$ cat src/rtl/xil_sp_arbiter_if.sv
// rtl/xil_sp_arbiter_if.sv - two requester ports plus the single-port RAM side of the arbiter
interface xil_sp_arbiter_if #(
  parameter int NB_COL     = 4,
  parameter int COL_WIDTH  = 8,
  parameter int ADDR_WIDTH = 11
);
  localparam int DW = NB_COL * COL_WIDTH;

  logic                  req_0_i;
  logic                  gnt_0_o;
  logic [ADDR_WIDTH-1:0] addr_0_i;
  logic                  we_0_i;
  logic [NB_COL-1:0]     be_0_i;
  logic [DW-1:0]         wdata_0_i;
  logic                  rvalid_0_o;
  logic [DW-1:0]         rdata_0_o;

  logic                  req_1_i;
  logic                  gnt_1_o;
  logic [ADDR_WIDTH-1:0] addr_1_i;
  logic                  we_1_i;
  logic [NB_COL-1:0]     be_1_i;
  logic [DW-1:0]         wdata_1_i;
  logic                  rvalid_1_o;
  logic [DW-1:0]         rdata_1_o;

  logic                  mem_ena_o;
  logic [NB_COL-1:0]     mem_wea_o;
  logic [ADDR_WIDTH-1:0] mem_addra_o;
  logic [DW-1:0]         mem_dina_o;
  logic [DW-1:0]         mem_douta_i;
  logic                  mem_regcea_o;
  logic                  mem_rsta_o;

  modport slave (
    input  req_0_i, addr_0_i, we_0_i, be_0_i, wdata_0_i,
    input  req_1_i, addr_1_i, we_1_i, be_1_i, wdata_1_i,
    input  mem_douta_i,
    output gnt_0_o, rvalid_0_o, rdata_0_o,
    output gnt_1_o, rvalid_1_o, rdata_1_o,
    output mem_ena_o, mem_wea_o, mem_addra_o, mem_dina_o, mem_regcea_o, mem_rsta_o
  );

  modport master (
    output req_0_i, addr_0_i, we_0_i, be_0_i, wdata_0_i,
    output req_1_i, addr_1_i, we_1_i, be_1_i, wdata_1_i,
    output mem_douta_i,
    input  gnt_0_o, rvalid_0_o, rdata_0_o,
    input  gnt_1_o, rvalid_1_o, rdata_1_o,
    input  mem_ena_o, mem_wea_o, mem_addra_o, mem_dina_o, mem_regcea_o, mem_rsta_o
  );
endinterface

$ cat src/rtl/xil_sp_arbiter.sv
// rtl/xil_sp_arbiter.sv - alternating-priority arbiter sharing one single-port block RAM between two requesters
module xil_sp_arbiter #(
  parameter int NB_COL     = 4,
  parameter int COL_WIDTH  = 8,
  parameter int ADDR_WIDTH = 11,
  parameter int RD_LATENCY = 1
) (
  input  logic             clk_i,
  input  logic             rst_ni,
  xil_sp_arbiter_if.slave  bus
);
  localparam int DW   = NB_COL * COL_WIDTH;
  localparam int LAST = RD_LATENCY - 1;

  typedef enum logic {PRIO0 = 1'b0, PRIO1 = 1'b1} prio_e;

  prio_e                 state_q, state_d;
  logic [ADDR_WIDTH-1:0] addr_q, addr_d;
  logic [DW-1:0]         din_q, din_d;
  logic [RD_LATENCY-1:0] vld_q, vld_d;
  logic [RD_LATENCY-1:0] own_q, own_d;
  logic                  gnt0, gnt1;
  logic [NB_COL-1:0]     wea;
  logic                  rvalid0, rvalid1;

  always_comb begin
    state_d = state_q;
    addr_d  = addr_q;
    din_d   = din_q;
    wea     = '0;
    gnt0    = 1'b0;
    gnt1    = 1'b0;
    vld_d   = '0;
    own_d   = '0;

    // Grants are forced low in reset so nothing reaches the RAM while it is held.
    if (rst_ni) begin
      if (bus.req_0_i && (!bus.req_1_i || state_q == PRIO0)) begin
        gnt0 = 1'b1;
      end else if (bus.req_1_i) begin
        gnt1 = 1'b1;
      end
    end

    if (gnt0) begin
      state_d = PRIO1;
      addr_d  = bus.addr_0_i;
      din_d   = bus.wdata_0_i;
      wea     = bus.be_0_i & {NB_COL{bus.we_0_i}};
    end else if (gnt1) begin
      state_d = PRIO0;
      addr_d  = bus.addr_1_i;
      din_d   = bus.wdata_1_i;
      wea     = bus.be_1_i & {NB_COL{bus.we_1_i}};
    end

    // Ownership pipeline: stage 0 is loaded at acceptance, the last stage lines up with RAM data.
    vld_d[0] = gnt0 | gnt1;
    own_d[0] = gnt1;
    for (int i = 1; i < RD_LATENCY; i++) begin
      vld_d[i] = vld_q[i-1];
      own_d[i] = own_q[i-1];
    end
  end

  always_ff @(posedge clk_i or negedge rst_ni) begin
    if (!rst_ni) begin
      state_q <= PRIO0;
      addr_q  <= '0;
      din_q   <= '0;
      vld_q   <= '0;
      own_q   <= '0;
    end else begin
      state_q <= state_d;
      addr_q  <= addr_d;
      din_q   <= din_d;
      vld_q   <= vld_d;
      own_q   <= own_d;
    end
  end

  assign rvalid0 = vld_q[LAST] & ~own_q[LAST];
  assign rvalid1 = vld_q[LAST] &  own_q[LAST];

  assign bus.gnt_0_o    = gnt0;
  assign bus.gnt_1_o    = gnt1;
  assign bus.rvalid_0_o = rvalid0;
  assign bus.rvalid_1_o = rvalid1;
  assign bus.rdata_0_o  = rvalid0 ? bus.mem_douta_i : '0;
  assign bus.rdata_1_o  = rvalid1 ? bus.mem_douta_i : '0;

  // addr_d/din_d already equal the held value when nothing is granted.
  assign bus.mem_ena_o    = gnt0 | gnt1;
  assign bus.mem_wea_o    = wea;
  assign bus.mem_addra_o  = addr_d;
  assign bus.mem_dina_o   = din_d;
  assign bus.mem_regcea_o = (RD_LATENCY == 2) ? vld_q[0] : 1'b0;
  assign bus.mem_rsta_o   = ~rst_ni;
endmodule

$ cat src/flat_wrapper.sv
// flat-port wrapper written by rule: the top's interface ports become plain ports
module xil_sp_arbiter_flat 
#(
  parameter int NB_COL     = 4,
  parameter int COL_WIDTH  = 8,
  parameter int ADDR_WIDTH = 11,
  parameter int RD_LATENCY = 1
)
  (clk_i, rst_ni, bus_req_0_i, bus_addr_0_i, bus_we_0_i, bus_be_0_i, bus_wdata_0_i, bus_req_1_i, bus_addr_1_i, bus_we_1_i, bus_be_1_i, bus_wdata_1_i, bus_mem_douta_i, bus_gnt_0_o, bus_rvalid_0_o, bus_rdata_0_o, bus_gnt_1_o, bus_rvalid_1_o, bus_rdata_1_o, bus_mem_ena_o, bus_mem_wea_o, bus_mem_addra_o, bus_mem_dina_o, bus_mem_regcea_o, bus_mem_rsta_o);
  xil_sp_arbiter_if #(.NB_COL(NB_COL), .COL_WIDTH(COL_WIDTH), .ADDR_WIDTH(ADDR_WIDTH)) bus_i ();
  input  logic clk_i;
  input  logic rst_ni;
  input wire logic [$bits(bus_i.req_0_i)-1:0] bus_req_0_i;
  input wire logic [$bits(bus_i.addr_0_i)-1:0] bus_addr_0_i;
  input wire logic [$bits(bus_i.we_0_i)-1:0] bus_we_0_i;
  input wire logic [$bits(bus_i.be_0_i)-1:0] bus_be_0_i;
  input wire logic [$bits(bus_i.wdata_0_i)-1:0] bus_wdata_0_i;
  input wire logic [$bits(bus_i.req_1_i)-1:0] bus_req_1_i;
  input wire logic [$bits(bus_i.addr_1_i)-1:0] bus_addr_1_i;
  input wire logic [$bits(bus_i.we_1_i)-1:0] bus_we_1_i;
  input wire logic [$bits(bus_i.be_1_i)-1:0] bus_be_1_i;
  input wire logic [$bits(bus_i.wdata_1_i)-1:0] bus_wdata_1_i;
  input wire logic [$bits(bus_i.mem_douta_i)-1:0] bus_mem_douta_i;
  output wire logic [$bits(bus_i.gnt_0_o)-1:0] bus_gnt_0_o;
  output wire logic [$bits(bus_i.rvalid_0_o)-1:0] bus_rvalid_0_o;
  output wire logic [$bits(bus_i.rdata_0_o)-1:0] bus_rdata_0_o;
  output wire logic [$bits(bus_i.gnt_1_o)-1:0] bus_gnt_1_o;
  output wire logic [$bits(bus_i.rvalid_1_o)-1:0] bus_rvalid_1_o;
  output wire logic [$bits(bus_i.rdata_1_o)-1:0] bus_rdata_1_o;
  output wire logic [$bits(bus_i.mem_ena_o)-1:0] bus_mem_ena_o;
  output wire logic [$bits(bus_i.mem_wea_o)-1:0] bus_mem_wea_o;
  output wire logic [$bits(bus_i.mem_addra_o)-1:0] bus_mem_addra_o;
  output wire logic [$bits(bus_i.mem_dina_o)-1:0] bus_mem_dina_o;
  output wire logic [$bits(bus_i.mem_regcea_o)-1:0] bus_mem_regcea_o;
  output wire logic [$bits(bus_i.mem_rsta_o)-1:0] bus_mem_rsta_o;
  assign bus_i.req_0_i = bus_req_0_i;
  assign bus_i.addr_0_i = bus_addr_0_i;
  assign bus_i.we_0_i = bus_we_0_i;
  assign bus_i.be_0_i = bus_be_0_i;
  assign bus_i.wdata_0_i = bus_wdata_0_i;
  assign bus_i.req_1_i = bus_req_1_i;
  assign bus_i.addr_1_i = bus_addr_1_i;
  assign bus_i.we_1_i = bus_we_1_i;
  assign bus_i.be_1_i = bus_be_1_i;
  assign bus_i.wdata_1_i = bus_wdata_1_i;
  assign bus_i.mem_douta_i = bus_mem_douta_i;
  assign bus_gnt_0_o = bus_i.gnt_0_o;
  assign bus_rvalid_0_o = bus_i.rvalid_0_o;
  assign bus_rdata_0_o = bus_i.rdata_0_o;
  assign bus_gnt_1_o = bus_i.gnt_1_o;
  assign bus_rvalid_1_o = bus_i.rvalid_1_o;
  assign bus_rdata_1_o = bus_i.rdata_1_o;
  assign bus_mem_ena_o = bus_i.mem_ena_o;
  assign bus_mem_wea_o = bus_i.mem_wea_o;
  assign bus_mem_addra_o = bus_i.mem_addra_o;
  assign bus_mem_dina_o = bus_i.mem_dina_o;
  assign bus_mem_regcea_o = bus_i.mem_regcea_o;
  assign bus_mem_rsta_o = bus_i.mem_rsta_o;
  xil_sp_arbiter #(.NB_COL(NB_COL), .COL_WIDTH(COL_WIDTH), .ADDR_WIDTH(ADDR_WIDTH), .RD_LATENCY(RD_LATENCY)) u_core (.clk_i(clk_i), .rst_ni(rst_ni), .bus(bus_i));
endmodule
$ cat config.mk
export PLATFORM = sky130hd
export DESIGN_NAME = xil_sp_arbiter_flat
export DESIGN_NICKNAME = d
export VERILOG_FILES = /design/src/rtl/xil_sp_arbiter_if.sv /design/src/rtl/xil_sp_arbiter.sv /design/src/flat_wrapper.sv
export SDC_FILE = /design/constraint.sdc
export NUM_CORES = 1
export LEC_CHECK = 0
export ABC_AREA = 1
export CORE_ASPECT_RATIO = 0.5
export CORE_MARGIN = 2
export CORE_UTILIZATION = 38
export DETAILED_ROUTE_END_ITERATION = 10
export PLACE_DENSITY_LB_ADDON = 0.3
export SLEW_MARGIN = 5
export SYNTH_ARGS = -nofsm -noshare
export SYNTH_HDL_FRONTEND = slang
export SYNTH_SLANG_ARGS = --single-unit
$ cat constraint.sdc
create_clock -name clk_i -period 2.5 [get_ports clk_i]
set_input_delay 0.5 -clock clk_i [delete_from_list [all_inputs] [get_ports clk_i]]
set_output_delay 0.5 -clock clk_i [all_outputs]
set_load 0.01 [all_outputs]
==> results of run 1 <==
routing by layer:
metal	part of all wire, %	global-route usage, %
met5	0	0
met1	41	27.4
met2	52	47.4
met3	5.6	4.52
met4	1.6	5.27
path summary, 6_finish.rpt:
kind / start / end / slack [ns] / depth (start not counted)
max: bus_req_1_i / bus_mem_dina_o[8] / -0.02 / 8
min in group clk_i: u_core.state_q / u_core.state_q / 0.53 / 2
max in group asynchronous: rst_ni / u_core.din_q[26] / 1.85 / 2
min reg2reg: u_core.state_q / u_core.state_q / 0.53 / 2
min: rst_ni / u_core.din_q[25] / 0.32 / 2
max reg2reg: u_core.state_q / u_core.din_q[25] / 1.10 / 8
metrics by stage:
stage / hold WS, ns / TNS [ns] / instance area (um2)
2_1_floorplan: 0.204 / 0 / 3360
3_5_place_dp: 0.516 / -13.03 / 6230
6_report: 0.316 / -0.0272 / 6430
5_1_grt: 0.330 / -0.157 / 6430
3_3_place_gp: 0.504 / -10.29 / 6230
4_1_cts: 0.324 / -0.0514 / 6390
final cells by class:
| class | instances | area [um2] |
|---|---|---|
| inverter | 125 | 472 |
| fill | 676 | 2220 |
| timing repair buffer | 307 | 3000 |
| tap | 117 | 146 |
| multi-input combinational | 346 | 1510 |
| clock buffer | 6 | 129 |
| clock inverter | 2 | 13.8 |
| sequential | 46 | 1150 |
what timing repair did:
item	in CTS	in global routing
buffers inserted	0	1
pin swaps	1	0
resized for setup	53	11
setup endpoints to repair	50	12
kinds of logic after synthesis:
group	synth area share, %
compound gates	0.260
simple gates	43.7
other cells	0.111
flops	34.2
buf+inv	21.7
worst register-to-register path, stage by stage (launching register included):
cell and delay [ns]:
dfrtp_1 0.38, nand2_2 0.10, nand3_4 0.16, inv_4 0.07
buf_4 0.13, buf_4 0.15, nand2_1 0.08, nand2_1 0.09
buf_4 0.14
Yosys cell counts (all sizes together):
cell type	n
inv	125
clkbuf	12
nor2	66
dfrtp	46
nand2	230
nand3b	43
conb	1
buf	17
a21oi	1
nand3	5
power by group:
part,internal (mW),switching [mW]
sequential,0.869,0.0350
clock,0.371,0.280
combinational,0.713,0.601
registers in the layout, indices dropped and copies added (netlist names):
| name | flops |
|---|---|
| u_core.vld_q | 1 |
| u_core.own_q | 1 |
| u_core.addr_q | 11 |
| u_core.din_q | 32 |
| u_core.state_q | 1 |
==> tab_implementation.tex, run 1 <==
\begin{tabular}{lr}
\hline
Metric & Value \\
\hline
\multicolumn{2}{l}{\textbf{Synth}} \\
\quad Top cells by area, synth & dfrtp\_1 (34\%), nand2\_1 (25\%), inv\_1 (14\%) \\
\quad Sequential area share after synthesis & 34.2\% \\
\quad Biggest area consumer among synthesized cells & dfrtp\_1 \\
\quad Post-synthesis register bit count & 46 \\
\quad Syn nets & 678 \\
\quad Synthesized area divided by synthesized cell count & 6.16 um2 \\
\quad Yosys warning count & 0 \\
\quad Syn Std Cell Area & 3360 um2 \\
\quad Distinct cell type count of the synthesized netlist & 19 \\
\quad Number of standard cells after synthesis & 546 \\
\quad Share of the synthesized area in the top cell type & 34.2\% \\
\multicolumn{2}{l}{\textbf{Worst setup path}} \\
\quad Family with the most delay on the worst path & buffers and inverters \\
\quad Worst path bufs/invs & 4 \\
\quad CP Cell Sequence & dlygate4sd2\_1 -> nand2\_2 -> nand3\_4 -> inv\_4 -> buf\_12 -> nand2\_1 -> nand2\_1 -> clkdlybuf4s50\_1 \\
\quad Crit-path max FO & 20 \\
\quad CP Capture Type & output port \\
\quad Critical Path Slowest Stage Cell & clkdlybuf4s50\_1 \\
\quad Required @ worst endpoint & 2.00 ns \\
\quad Worst setup path class & input pin to output port \\
\quad Most frequent cell on the critical path & nand2\_1 \\
\quad Slowest cell delay on critical path & 0.54 ns \\
\quad Arrival time at the worst endpoint & 2.02 ns \\
\quad Crit start category & input pin \\
\multicolumn{2}{l}{\textbf{Timing}} \\
\quad Clk\_skew & 0.00494 ns \\
\quad Hold violation count in the final report & 0 \\
\quad Post-layout min period & 2.52 ns \\
\quad Unrepaired setup endpoints after global routing & true \\
\quad Setup-violating endpoint count in the final report & 2 \\
\quad Highest clock rate & 397 MHz \\
\quad Count of final max-slew check failures & 0 \\
\quad Post-route clock period utilization & 101\% \\
\quad Worst-case setup margin in the final layout & -0.0184 ns \\
\multicolumn{2}{l}{\textbf{Layout}} \\
\quad Count of placed standard cells in the final layout, fillers left out & 949 \\
\quad Layout Utilization & 74.3\% \\
\quad \# diodes & 0 \\
\quad Signed area change from the synthesized netlist to the final layout & 91.0\% \\
\quad Most frequent standard cell in the layout excluding fill and tap cells & nand2\_1 \\
\quad Share of cells above drive strength 1 & 9.01\% \\
\quad Layout net count & 963 \\
\quad Leading cell types in the layout, fill and taps excluded & nand2\_1 (227), clkdlybuf4s50\_1 (199), inv\_1 (123) \\
\multicolumn{2}{l}{\textbf{Flow run}} \\
\quad Max-cap violations & 0 \\
\multicolumn{2}{l}{\textbf{Floorplan}} \\
\quad Die Footprint & 9670 um2 \\
\quad Site row count & 24 \\
\quad Total core area & 8650 um2 \\
\quad Initial Utilization & 38.9\% \\
\quad Die Y & 70.5 um \\
\quad X dimension of the die & 137 um \\
\quad Top-level port count & 250 \\
\multicolumn{2}{l}{\textbf{Power}} \\
\quad Final Total Pwr & 2.87 mW \\
\quad Static power due to leakage & 3.64 nW \\
\quad Pwr Density & 446 nW/um2 \\
\quad Worst ir drop on vdd & 0.299 mV \\
\multicolumn{2}{l}{\textbf{Route}} \\
\quad Vias post-DR & 4099 \\
\quad DRC viols & 0 \\
\quad Detailed Routing Iterations Pass 1 & 4 \\
\quad Iter 0 DRT Violations & 182 \\
\quad Via-per-instance ratio & 4.32 \\
\quad Average wire length per cell after detail routing & 12.7 um \\
\quad Total wire length after detailed routing & 12.1 mm \\
\quad ANT nets after route & 0 \\
\multicolumn{2}{l}{\textbf{Clock tree}} \\
\quad Clock network latency to the later pin of the worst-skew pair & 0.28 ns \\
\quad Hold-fix buffers, CTS & 0 \\
\quad Clock sink count & 46 \\
\quad TritonCTS clock tree & yes \\
\quad Clock root buffer & clkbuf\_16 \\
\quad Clock transition at path regs & 0.06 ns \\
\quad Bufs on Longest Clock Path & 2 \\
\quad Num CTS Buffers & 5 \\
\quad CTS H-tree lvls & 2 \\
\multicolumn{2}{l}{\textbf{Outcome}} \\
\quad Violated checks & negative setup slack \\
\quad Outcome & complete, but fails checks \\
\multicolumn{2}{l}{\textbf{Global routing}} \\
\quad Grt total ovfl & 0 \\
\quad Via count of the first global-routing pass & 3993 \\
\quad Pin count of the biggest net entering global routing & 34 \\
\quad Wire length of the first global-routing pass & 18.7 mm \\
\quad Initial antenna violation count & 0 \\
\quad All-Layer GR Usage & 24.2\% \\
\multicolumn{2}{l}{\textbf{Placed design}} \\
\quad Pre-CTS setup slack & -0.309 ns \\
\quad DP HPWL & 9.19 mm \\
\quad Number of placed instances with taps included & 940 \\
\quad Final weighted congestion in routability-driven placement & 0.880 \\
\quad Buffers added on ports & 248 \\
\multicolumn{2}{l}{\textbf{Worst hold path}} \\
\quad Worst min path class & input pin to asynchronous set/reset pin \\
\hline
\end{tabular}
(Power assumes the default switching activity.)
==> run 2: changes to the inputs <==
--- a/config.mk
+++ b/config.mk
@@ -5,10 +5,9 @@
 export SDC_FILE = /design/constraint.sdc
 export NUM_CORES = 1
 export LEC_CHECK = 0
-export ABC_AREA = 1
 export CORE_ASPECT_RATIO = 0.5
 export CORE_MARGIN = 2
-export CORE_UTILIZATION = 38
+export CORE_UTILIZATION = 31
 export DETAILED_ROUTE_END_ITERATION = 10
 export PLACE_DENSITY_LB_ADDON = 0.3
 export SLEW_MARGIN = 5
==> constraint.sdc (replaced) <==
create_clock -name clk_i -period 2.2 [get_ports clk_i]
set_input_delay 0.22 -clock clk_i [delete_from_list [all_inputs] [get_ports clk_i]]
set_output_delay 0.22 -clock clk_i [all_outputs]
set_load 0.01 [all_outputs]
==> tab_implementation.tex, run 2 <==
\begin{tabular}{lr}
\hline
Metric & Value \\
\hline
\multicolumn{2}{l}{\textbf{Clock tree}} \\
\quad Clock network latency to the later pin of the worst-skew pair & 0.28 ns \\
\quad Bufs on Longest Clock Path & 2 \\
\quad TritonCTS clock tree & yes \\
\quad Clock transition at path regs & 0.06 ns \\
\quad Clock sink count & 46 \\
\quad CTS H-tree lvls & 2 \\
\quad Num CTS Buffers & 5 \\
\quad Clock root buffer & clkbuf\_16 \\
\multicolumn{2}{l}{\textbf{Global routing}} \\
\quad Global-route track usage on met3 & 3.63\% \\
\quad Met2 demand-to-capacity share in global routing & 36.5\% \\
\quad Grt total ovfl & 0 \\
\quad All-Layer GR Usage & 19.7\% \\
\quad Met1 layer usage reported by global route & 23.8\% \\
\quad Pin count of the biggest net entering global routing & 34 \\
\quad Initial antenna violation count & 0 \\
\quad Via count of the first global-routing pass & 3532 \\
\quad Most Crowded Layer GR & met2 \\
\quad Wire length of the first global-routing pass & 18.1 mm \\
\multicolumn{2}{l}{\textbf{Synth}} \\
\quad Most instantiated flip-flop cell in the synthesis netlist & dfrtp\_1 \\
\quad EDFF count, synth & 0 \\
\quad Library cell with the highest instance count after synthesis & dfrtp\_1 \\
\quad Sequential area share after synthesis & 35.1\% \\
\quad Post-synthesis compound-gate area fraction & 25.0\% \\
\quad Post-synthesis register bit count & 46 \\
\quad Syn nets & 467 \\
\quad Post-synth top cells & dfrtp\_1 (46), inv\_1 (44), a21o\_1 (43), mux2i\_1 (43), and2\_1 (33) \\
\quad Number of standard cells after synthesis & 335 \\
\quad Main combinational cell family by area after synthesis & compound AO/OA/AOI/OAI gates \\
\quad Syn Std Cell Area & 3280 um2 \\
\quad Area share of xor/xnor cells in the synthesized design & 0\% \\
\quad Distinct cell type count of the synthesized netlist & 22 \\
\quad Share of the synthesized area in the top cell type & 35.1\% \\
\quad Fraction of synthesized area in multiplexers & 13.1\% \\
\quad Yosys warning count & 0 \\
\quad Fraction of the mapped netlist area in simple logic gates & 14.1\% \\
\quad Synthesized-area fraction occupied by adder cells & 0\% \\
\quad Share of flip-flops with an asynchronous set or reset & 100\% \\
\quad Biggest area consumer among synthesized cells & dfrtp\_1 \\
\quad Top cells by area, synth & dfrtp\_1 (35\%), mux2i\_1 (13\%), o31ai\_2 (10\%) \\
\quad Synthesized area divided by synthesized cell count & 9.79 um2 \\
\multicolumn{2}{l}{\textbf{Route}} \\
\quad Vias post-DR & 3426 \\
\quad Detailed Routing Iterations Pass 1 & 4 \\
\quad Iter 0 DRT Violations & 102 \\
\quad DRC viols & 0 \\
\quad ANT nets after route & 0 \\
\quad Average wire length per cell after detail routing & 15.6 um \\
\quad Via-per-instance ratio & 4.64 \\
\quad Total wire length after detailed routing & 11.5 mm \\
\multicolumn{2}{l}{\textbf{Worst setup path}} \\
\quad Reg2reg setup slack & 0.85 ns \\
\quad Worst Setup SP & bus\_req\_0\_i \\
\quad Worst setup path class & input pin to output port \\
\quad Required @ worst endpoint & 1.98 ns \\
\quad Crit path capture & bus\_mem\_dina\_o[19] \\
\quad Count of cells along the worst register-to-register path & 5 \\
\quad Origin of the critical flop-to-flop path & u\_core.state\_q \\
\quad Crit start category & input pin \\
\quad Worst R2R End & u\_core.din\_q[9] \\
\quad Crit-path max FO & 19 \\
\quad CP Capture Type & output port \\
\quad Arrival time at the worst endpoint & 1.86 ns \\
\multicolumn{2}{l}{\textbf{Floorplan}} \\
\quad Initial Utilization & 32.0\% \\
\quad Total core area & 10200 um2 \\
\quad Die Y & 76.7 um \\
\quad Site row count & 26 \\
\quad X dimension of the die & 149 um \\
\quad Top-level port count & 250 \\
\quad Die Footprint & 11500 um2 \\
\multicolumn{2}{l}{\textbf{Timing}} \\
\quad Count of final max-slew check failures & 0 \\
\quad Post-route clock period utilization & 94.7\% \\
\quad Hold violation count in the final report & 0 \\
\quad Setup-violating endpoint count in the final report & 0 \\
\quad Highest clock rate & 480 MHz \\
\quad Clk\_skew & 0.00381 ns \\
\quad Unrepaired setup endpoints after global routing & false \\
\quad Post-layout min period & 2.08 ns \\
\quad Accumulated negative setup slack & 0 ns \\
\multicolumn{2}{l}{\textbf{Layout}} \\
\quad Share of cells above drive strength 1 & 14.9\% \\
\quad Signed area change from the synthesized netlist to the final layout & 91.9\% \\
\quad Registers with the most flip-flops & u\_core.din\_q (32), u\_core.addr\_q (11) \\
\quad Most frequent standard cell in the layout excluding fill and tap cells & clkdlybuf4s50\_1 \\
\quad \# diodes & 0 \\
\quad Count of placed standard cells in the final layout, fillers left out & 738 \\
\quad Register ranked first by flip-flop count & u\_core.din\_q \\
\quad Fillers & 929 \\
\quad Layout net count & 729 \\
\quad Leading cell types in the layout, fill and taps excluded & clkdlybuf4s50\_1 (199), dfrtp\_1 (46), inv\_1 (44) \\
\quad Number of flip-flops under the largest register name & 32 \\
\quad Layout Utilization & 61.4\% \\
\multicolumn{2}{l}{\textbf{Power}} \\
\quad Pwr Density & 520 nW/um2 \\
\quad Worst ir drop on vdd & 0.290 mV \\
\quad Final Total Pwr & 3.27 mW \\
\quad Static power due to leakage & 3.10 nW \\
\multicolumn{2}{l}{\textbf{Placed design}} \\
\quad Final weighted congestion in routability-driven placement & 0.813 \\
\quad Buffers added on ports & 248 \\
\quad DP HPWL & 8.65 mm \\
\quad Number of placed instances with taps included & 723 \\
\multicolumn{2}{l}{\textbf{Worst hold path}} \\
\quad Worst min path class & input pin to asynchronous set/reset pin \\
\multicolumn{2}{l}{\textbf{Flow run}} \\
\quad Max-cap violations & 0 \\
\multicolumn{2}{l}{\textbf{Outcome}} \\
\quad Outcome & completed \\
\hline
\end{tabular}
-- run 2: how the worst min path moves through the flow --
stage | startpoint | to
4_1_cts | rst_ni | u_core.addr_q[0]
3_3_place_gp | rst_ni | u_core.state_q
5_1_grt | rst_ni | u_core.din_q[4]
2_1_floorplan | rst_ni | u_core.addr_q[0]
6_report | rst_ni | u_core.din_q[3]
3_5_place_dp | rst_ni | u_core.state_q
-- run 2: per-stage QoR --
stage	hold slack (ns)	worst slack, ns	instance area (um2)
after floorplan	-0.0756	0.779	3280
after global placement	0.0583	-0.0421	6060
after detailed placement	0.0582	-0.0861	6060
after CTS	0.0259	-0.0321	6250
after global routing	0.0379	0.00836	6290
final	0.0142	0.117	6290
-- run 2: logic make-up after synthesis --
kind of cell / count (synthesis)
AOI/OAI and AO/OA: 90
buffers and inverters: 80
DFF: 46
muxes: 43
other: 1
and+or+nand+nor: 75
-- run 2: power by group --
group / total, mW / switching [mW] / internal [mW]
combinational: 1.42 / 0.598 / 0.817
clock: 0.828 / 0.313 / 0.514
sequential: 1.03 / 0.0430 / 0.987
-- run 2: metal layers --
metal / wire length, um / part of all wire (%)
met1: 4810 / 42
met2: 5880 / 51
met3: 632 / 5.5
met4: 185 / 1.6
met5: 0 / 0
-- run 2: worst max-delay path, stage by stage --
cell,delay (ns)
clkdlybuf4s50_1,0.48
nor2b_4,0.25
buf_12,0.21
buf_4,0.13
o31ai_2,0.05
mux2i_1,0.20
dlygate4sd2_1,0.32
-- run 2: area by class of cell --
cell class	count	area, um2	share of cell area [%]
tap	140	175	2.78
inverter	45	169	2.68
clock buffer	8	166	2.64
multi-input combinational	209	1770	28.1
sequential	46	1150	18.3
timing repair buffer	290	2870	45.5
-- run 2: repair_timing --
action / CTS / global route
pin swaps: 0 / 0
hold endpoints to repair: 2 / 0
hold buffers: 3 / 0
cloned: 0 / 1
setup endpoints to repair: 42 / 6
gates resized for setup: 47 / 8
setup buffers: 3 / 0
